<file path="config.mk">
export PLATFORM = sky130hd
export DESIGN_NAME = ddmtd_loop_filter
export DESIGN_NICKNAME = d
export VERILOG_FILES = /design/src/rtl/ddmtd_loop_filter.sv
export SDC_FILE = /design/constraint.sdc
export NUM_CORES = 1
export LEC_CHECK = 0
export CAP_MARGIN = 5
export CORE_MARGIN = 1
export CORE_UTILIZATION = 41
export DETAILED_ROUTE_END_ITERATION = 7
export PLACE_DENSITY_LB_ADDON = 0.1
export SETUP_SLACK_MARGIN = 0.4
export SLEW_MARGIN = 20
export SYNTH_ARGS = -nofsm -noshare
export SYNTH_HDL_FRONTEND = slang
export SYNTH_SLANG_ARGS = --single-unit
</file>
<file path="constraint.sdc">
create_clock -name clk_sys -period 7 [get_ports clk_sys]
set_input_delay 0.7 -clock clk_sys [delete_from_list [all_inputs] [get_ports clk_sys]]
set_output_delay 0.7 -clock clk_sys [all_outputs]
set_load 0.05 [all_outputs]
</file>
<file path="src/rtl/ddmtd_loop_filter.sv">
// DDMTD phase-detector loop filter: PI controller producing a saturated oscillator tuning word.
// A phase_err sample is captured in IDLE, integrated in INTEG, summed with the proportional
// term in SUM, and offered on a valid/ready handshake in OUT. Samples arriving while busy are
// discarded and flagged on sample_drop.
//
// Ports:
//   clk_sys      system clock, rising edge
//   rst          asynchronous active-high reset
//   phase_valid  one-cycle strobe qualifying phase_err
//   phase_err    signed 18-bit phase error
//   clr_flags    synchronous clear of overflow
//   tune_ready   downstream accepts tune_word
//   tune_valid   tune_word valid, held until accepted
//   tune_word    signed saturated tuning word
//   locked       loop-lock indicator
//   overflow     sticky saturation flag
//   sample_drop  one-cycle pulse per discarded sample
//   busy         FSM not in IDLE
module ddmtd_loop_filter #(
  parameter int unsigned KP_SHIFT    = 4,
  parameter int unsigned KI_SHIFT    = 8,
  parameter int unsigned LOCK_THRESH = 64,
  parameter int unsigned LOCK_COUNT  = 16
) (
  input  logic               clk_sys,
  input  logic               rst,
  input  logic               phase_valid,
  input  logic signed [17:0] phase_err,
  input  logic               clr_flags,
  input  logic               tune_ready,
  output logic               tune_valid,
  output logic signed [15:0] tune_word,
  output logic               locked,
  output logic               overflow,
  output logic               sample_drop,
  output logic               busy
);

  localparam int unsigned CntW = $clog2(LOCK_COUNT + 1);
  localparam logic [CntW-1:0] CntMax = CntW'(LOCK_COUNT);

  localparam logic signed [24:0] IntegMax = 25'sd8388607;
  localparam logic signed [24:0] IntegMin = -25'sd8388608;
  localparam logic signed [24:0] TuneMax  = 25'sd32767;
  localparam logic signed [24:0] TuneMin  = -25'sd32768;

  typedef enum logic [1:0] {StIdle, StInteg, StSum, StOut} state_e;

  state_e             state_q, state_d;
  logic signed [17:0] err_q, err_d;
  logic signed [23:0] integ_q, integ_d;
  logic signed [15:0] tune_word_q, tune_word_d;
  logic               tune_valid_q, tune_valid_d;
  logic [CntW-1:0]    lock_cnt_q, lock_cnt_d;
  logic               locked_q, locked_d;
  logic               overflow_q, overflow_d;
  logic               sample_drop_q, sample_drop_d;

  // Full-width (25-bit) arithmetic so nothing wraps before the clamp.
  logic signed [24:0] err_ext, integ_ext, integ_sum, tune_sum;
  logic signed [23:0] integ_clamped;
  logic signed [15:0] tune_clamped;
  logic               integ_sat, tune_sat;
  logic [18:0]        err_wide, abs_err;
  logic               in_lock;

  assign err_ext   = {{7{err_q[17]}}, err_q};
  assign integ_ext = {integ_q[23], integ_q};
  assign integ_sum = integ_ext + (err_ext >>> KI_SHIFT);
  assign tune_sum  = integ_ext + (err_ext >>> KP_SHIFT);

  // 19 bits so that |-131072| stays positive and falls out of lock.
  assign err_wide = {phase_err[17], phase_err};
  assign abs_err  = phase_err[17] ? (19'd0 - err_wide) : err_wide;
  assign in_lock  = ({13'd0, abs_err} <= LOCK_THRESH);

  always_comb begin
    integ_sat     = 1'b0;
    integ_clamped = integ_sum[23:0];
    if (integ_sum > IntegMax) begin
      integ_sat     = 1'b1;
      integ_clamped = IntegMax[23:0];
    end else if (integ_sum < IntegMin) begin
      integ_sat     = 1'b1;
      integ_clamped = IntegMin[23:0];
    end
  end

  always_comb begin
    tune_sat     = 1'b0;
    tune_clamped = tune_sum[15:0];
    if (tune_sum > TuneMax) begin
      tune_sat     = 1'b1;
      tune_clamped = TuneMax[15:0];
    end else if (tune_sum < TuneMin) begin
      tune_sat     = 1'b1;
      tune_clamped = TuneMin[15:0];
    end
  end

  always_comb begin
    state_d       = state_q;
    err_d         = err_q;
    integ_d       = integ_q;
    tune_word_d   = tune_word_q;
    tune_valid_d  = tune_valid_q;
    lock_cnt_d    = lock_cnt_q;
    locked_d      = locked_q;
    // A clamp on this edge overrides the clear below.
    overflow_d    = overflow_q & ~clr_flags;
    sample_drop_d = phase_valid & (state_q != StIdle);

    unique case (state_q)
      StIdle: begin
        if (phase_valid) begin
          err_d   = phase_err;
          state_d = StInteg;
          if (in_lock) begin
            if (lock_cnt_q != CntMax) lock_cnt_d = lock_cnt_q + CntW'(1);
            if (lock_cnt_d == CntMax) locked_d = 1'b1;
          end else begin
            lock_cnt_d = '0;
            locked_d   = 1'b0;
          end
        end
      end
      StInteg: begin
        integ_d = integ_clamped;
        if (integ_sat) overflow_d = 1'b1;
        state_d = StSum;
      end
      StSum: begin
        tune_word_d  = tune_clamped;
        tune_valid_d = 1'b1;
        if (tune_sat) overflow_d = 1'b1;
        state_d = StOut;
      end
      StOut: begin
        if (tune_ready) begin
          tune_valid_d = 1'b0;
          state_d      = StIdle;
        end
      end
      default: state_d = StIdle;
    endcase
  end

  always_ff @(posedge clk_sys or posedge rst) begin
    if (rst) begin
      state_q       <= StIdle;
      err_q         <= '0;
      integ_q       <= '0;
      tune_word_q   <= '0;
      tune_valid_q  <= 1'b0;
      lock_cnt_q    <= '0;
      locked_q      <= 1'b0;
      overflow_q    <= 1'b0;
      sample_drop_q <= 1'b0;
    end else begin
      state_q       <= state_d;
      err_q         <= err_d;
      integ_q       <= integ_d;
      tune_word_q   <= tune_word_d;
      tune_valid_q  <= tune_valid_d;
      lock_cnt_q    <= lock_cnt_d;
      locked_q      <= locked_d;
      overflow_q    <= overflow_d;
      sample_drop_q <= sample_drop_d;
    end
  end

  assign tune_valid  = tune_valid_q;
  assign tune_word   = tune_word_q;
  assign locked      = locked_q;
  assign overflow    = overflow_q;
  assign sample_drop = sample_drop_q;
  assign busy        = (state_q != StIdle);

endmodule

</file>
==> implementation parameters <==
Parameter                              Value

Status
  Status    finished clean

CTS
  Root buffer cell    clkbuf_16
  Number of buffers inserted by post-CTS setup repair    0
  Clock-pin slew on the worst setup and hold paths    50 ps
  Depth of the CTS H-tree    3
  Clock latency of the later-clocked register in the worst-skew pair    340 ps
  CTS tree    done
  CTS sink cnt    65
  Clock Tree Buf Depth    2
  Number of gates resized after CTS    0
  Number of buffers added by the clock tree synthesis step    9
  Cts hold-fix bufs    0

STA
  Share of the clock period used by the worst path after layout    56.8%
  Worst-case clock skew    4.50 ps
  Transition time of the tightest slew-check pin    847 ps
  Slew headroom    43.5%
  Post-layout min period    3980 ps
  Max Freq    0.251 GHz
  Number of hold violations in the final report    0
  Count of endpoints failing setup in the final report    0
  Setup_tns    0 ps
  Final slew viol count    0
  Unrepaired setup endpoints after global routing    no

Synthesis
  Number of flops mapped to enable cells by yosys    0
  Mean post-synth cell area    8.36 sq um
  Area contributors post-synth    dfrtp_1 29%, ha_1 9.9%, a21oi_1 8.3%
  Synth Register Bits    65
  Post-synthesis instance area    5590 sq um
  Count of synthesis-stage warnings from yosys    0
  Area share of the largest cell type after synthesis    29.1%
  Synth area leader    dfrtp_1
  Sequential share of the synthesized area    29.1%
  Dominant synthesized flop cell    dfrtp_1
  Post-Synthesis Net Count    737
  Cell count after synthesis    668
  Synth async-reset ratio    100%
  Distinct cells, synth    79

Floorplanning
  Cell Rows    42
  Boundary pin count    44
  Die Span Y    119 um
  Area of the die    14,100 sq um
  Die extent in x    119 um
  Area inside the core boundary    13,200 sq um
  Initial Utilization    42.2%

Global routing
  Number of antenna violations at the first check in global routing    0
  Global-route wire length before repair    24,700 um
  Grt total ovfl    0
  Vias in the first global route    4,856
  Pin count of the biggest net entering global routing    66
  Total routing resource utilization after global routing    22.1%

Worst setup path
  Required time worst endpoint    7180 ps
  Critical Path Max Stage Delay    730 ps
  Setup slack of the worst register-to-register path    3020 ps
  Crit Reg-Reg Startpoint    err_q[17]
  R2R cell count    10
  Slowest cell on the critical path    dfrtp_1
  CP startpoint kind    flop
  Critical R2R Capture    tune_word[11]
  Cell Chain, Critical Path    ha_1 -> a21oi_2 -> o21ai_1 -> a2111oi_0 -> a22oi_1 -> o2bb2a_4 -> a21bo_1 -> nor4_2 -> or2_1 -> a21oi_1
  Critical path endpoint category    flop
  Crit path arrival time    4160 ps
  Top fanout value on the critical path    16
  Termination of the worst setup path    tune_word[11]
  Type of the worst setup path    flop to flop
  Worst setup path startpoint    err_q[17]

Routing
  Post-detailed-routing wire length    14,900 um
  Detailed Route Iter0 Violations    308
  Number of vias after detailed routing    5,097
  First-pass DRT Iterations    5
  Final routed wire length divided by cell count    17.0 um
  Per-cell via count in the routed design    5.81
  Antenna violation net count after detailed routing    0
  Post-route DRC    0

Placed design
  Detailed Place HPWL    11,500 um
  Quantity of I/O buffers inserted on ports    43
  Final weighted congestion in routability-driven placement    0.892

Layout
  Diode insertion count for antenna repair    0
  Final net count    766
  Layout cell share with drive strength beyond 1    9.26%
  Layout-stage area growth over the synthesis result    15.1%

Job
  Max Cap Viol    0

Min path
  Min-delay src    tune_word[15]
  Worst hold path cell count    1
  Worst Hold Class    flop to flop
-- logic make-up (layout without fill, tap and decap cells) --
group | after synthesis | in the layout | synth area share (%)
XOR/XNOR | 43 | 43 | 6.88
AO/OA/AOI/OAI | 249 | 249 | 28.6
multiplexers | 19 | 19 | 3.72
flip-flops | 65 | 65 | 29.1
buffers and inverters | 54 | 88 | 4.41
AND/OR/NAND/NOR | 192 | 192 | 16.7
adder cells (fa/ha/maj) | 46 | 46 | 10.6
-- layout by cell type, fill, tap and decap left out, types with 19 or more instances in the layout --
cell type	n
xor2_1	19
a21oi_1	93
dfrtp_1	65
nor2_1	50
inv_1	23
o21ai_0	46
ha_1	44
nand2_1	63
xnor2_1	23
clkdlybuf4s50_1	43
-- how the worst min path moves through the flow --
stage	end	slack [ps]
after floorplan	err_q[13]	480
after global placement	tune_word[15]	470
after detailed placement	tune_word[15]	470
after CTS	tune_word[15]	480
after global routing	tune_word[15]	490
final	tune_word[15]	480
-- synthesized netlist by cell type, types with 3 or more instances --
| cell type | count |
|---|---|
| a21oi_1 | 93 |
| dfrtp_1 | 65 |
| nand2_1 | 63 |
| nor2_1 | 50 |
| o21ai_0 | 46 |
| ha_1 | 44 |
| inv_1 | 24 |
| xnor2_1 | 23 |
| xor2_1 | 19 |
| clkbuf_1 | 15 |
| a21oi_2 | 14 |
| mux2_2 | 14 |
| nand3_1 | 13 |
| nor3_1 | 13 |
| a21o_1 | 12 |
| nand4_1 | 12 |
| buf_2 | 10 |
| o211ai_1 | 10 |
| o21a_1 | 8 |
| a211oi_1 | 7 |
| o21ai_1 | 7 |
| nand2b_1 | 6 |
| mux2i_1 | 5 |
| nor2b_1 | 5 |
| nor4_1 | 5 |
| or4_1 | 5 |
| a2111oi_0 | 4 |
| a211o_1 | 4 |
| a31oi_1 | 4 |
| a21boi_0 | 3 |
| o22ai_1 | 3 |
-- metal layers --
metal / routed length [um] / GRT usage [%]
met1: 7100 / 29.3
met2: 6970 / 35.3
met3: 496 / 4.58
met4: 364 / 8.47
met5: 0 / 0
-- critical path: cells and delay by family, from the launching register on --
kind                     cells  cell delay, ps
adder cells (fa/ha/maj)      1             490
AND/OR/NAND/NOR              2             950
flip-flops                   1             730
AO/OA/AOI/OAI                7            1630
-- sequential cells by signal, indices dropped and copies added, names as in the netlist --
signal,cells
overflow,1
tune_valid,1
tune_word,16
integ_q,24
locked,1
lock_cnt_q,5
state_q,2
err_q,14
sample_drop,1
-- final cells by class --
| class | instances | area [sq um] |
|---|---|---|
| sequential | 65 | 1630 |
| timing repair buffer | 48 | 468 |
| multi-input combinational | 549 | 3720 |
| inverter | 24 | 90.1 |
| clock buffer | 14 | 274 |
| fill | 1329 | 6810 |
| clock inverter | 2 | 35.0 |
| tap | 176 | 220 |
-- through the flow --
step / utilization, % / std cells / setup slack (ps) / hold WS, ps / cell area, sq um
global route: 48.6 / 878 / 2660 / 491 / 6430
finish: 48.6 / 878 / 3020 / 477 / 6430
detailed placement: 46.2 / 862 / 3120 / 469 / 6120
global placement: 46.2 / 862 / 3190 / 469 / 6120
floorplan: - / 668 / 3930 / 484 / 5590
CTS: 48.6 / 878 / 3090 / 480 / 6430
Power is left out: the tool's default activity adds up to more than one toggle a clock period on the data nets, which glitch-free logic cannot reach.
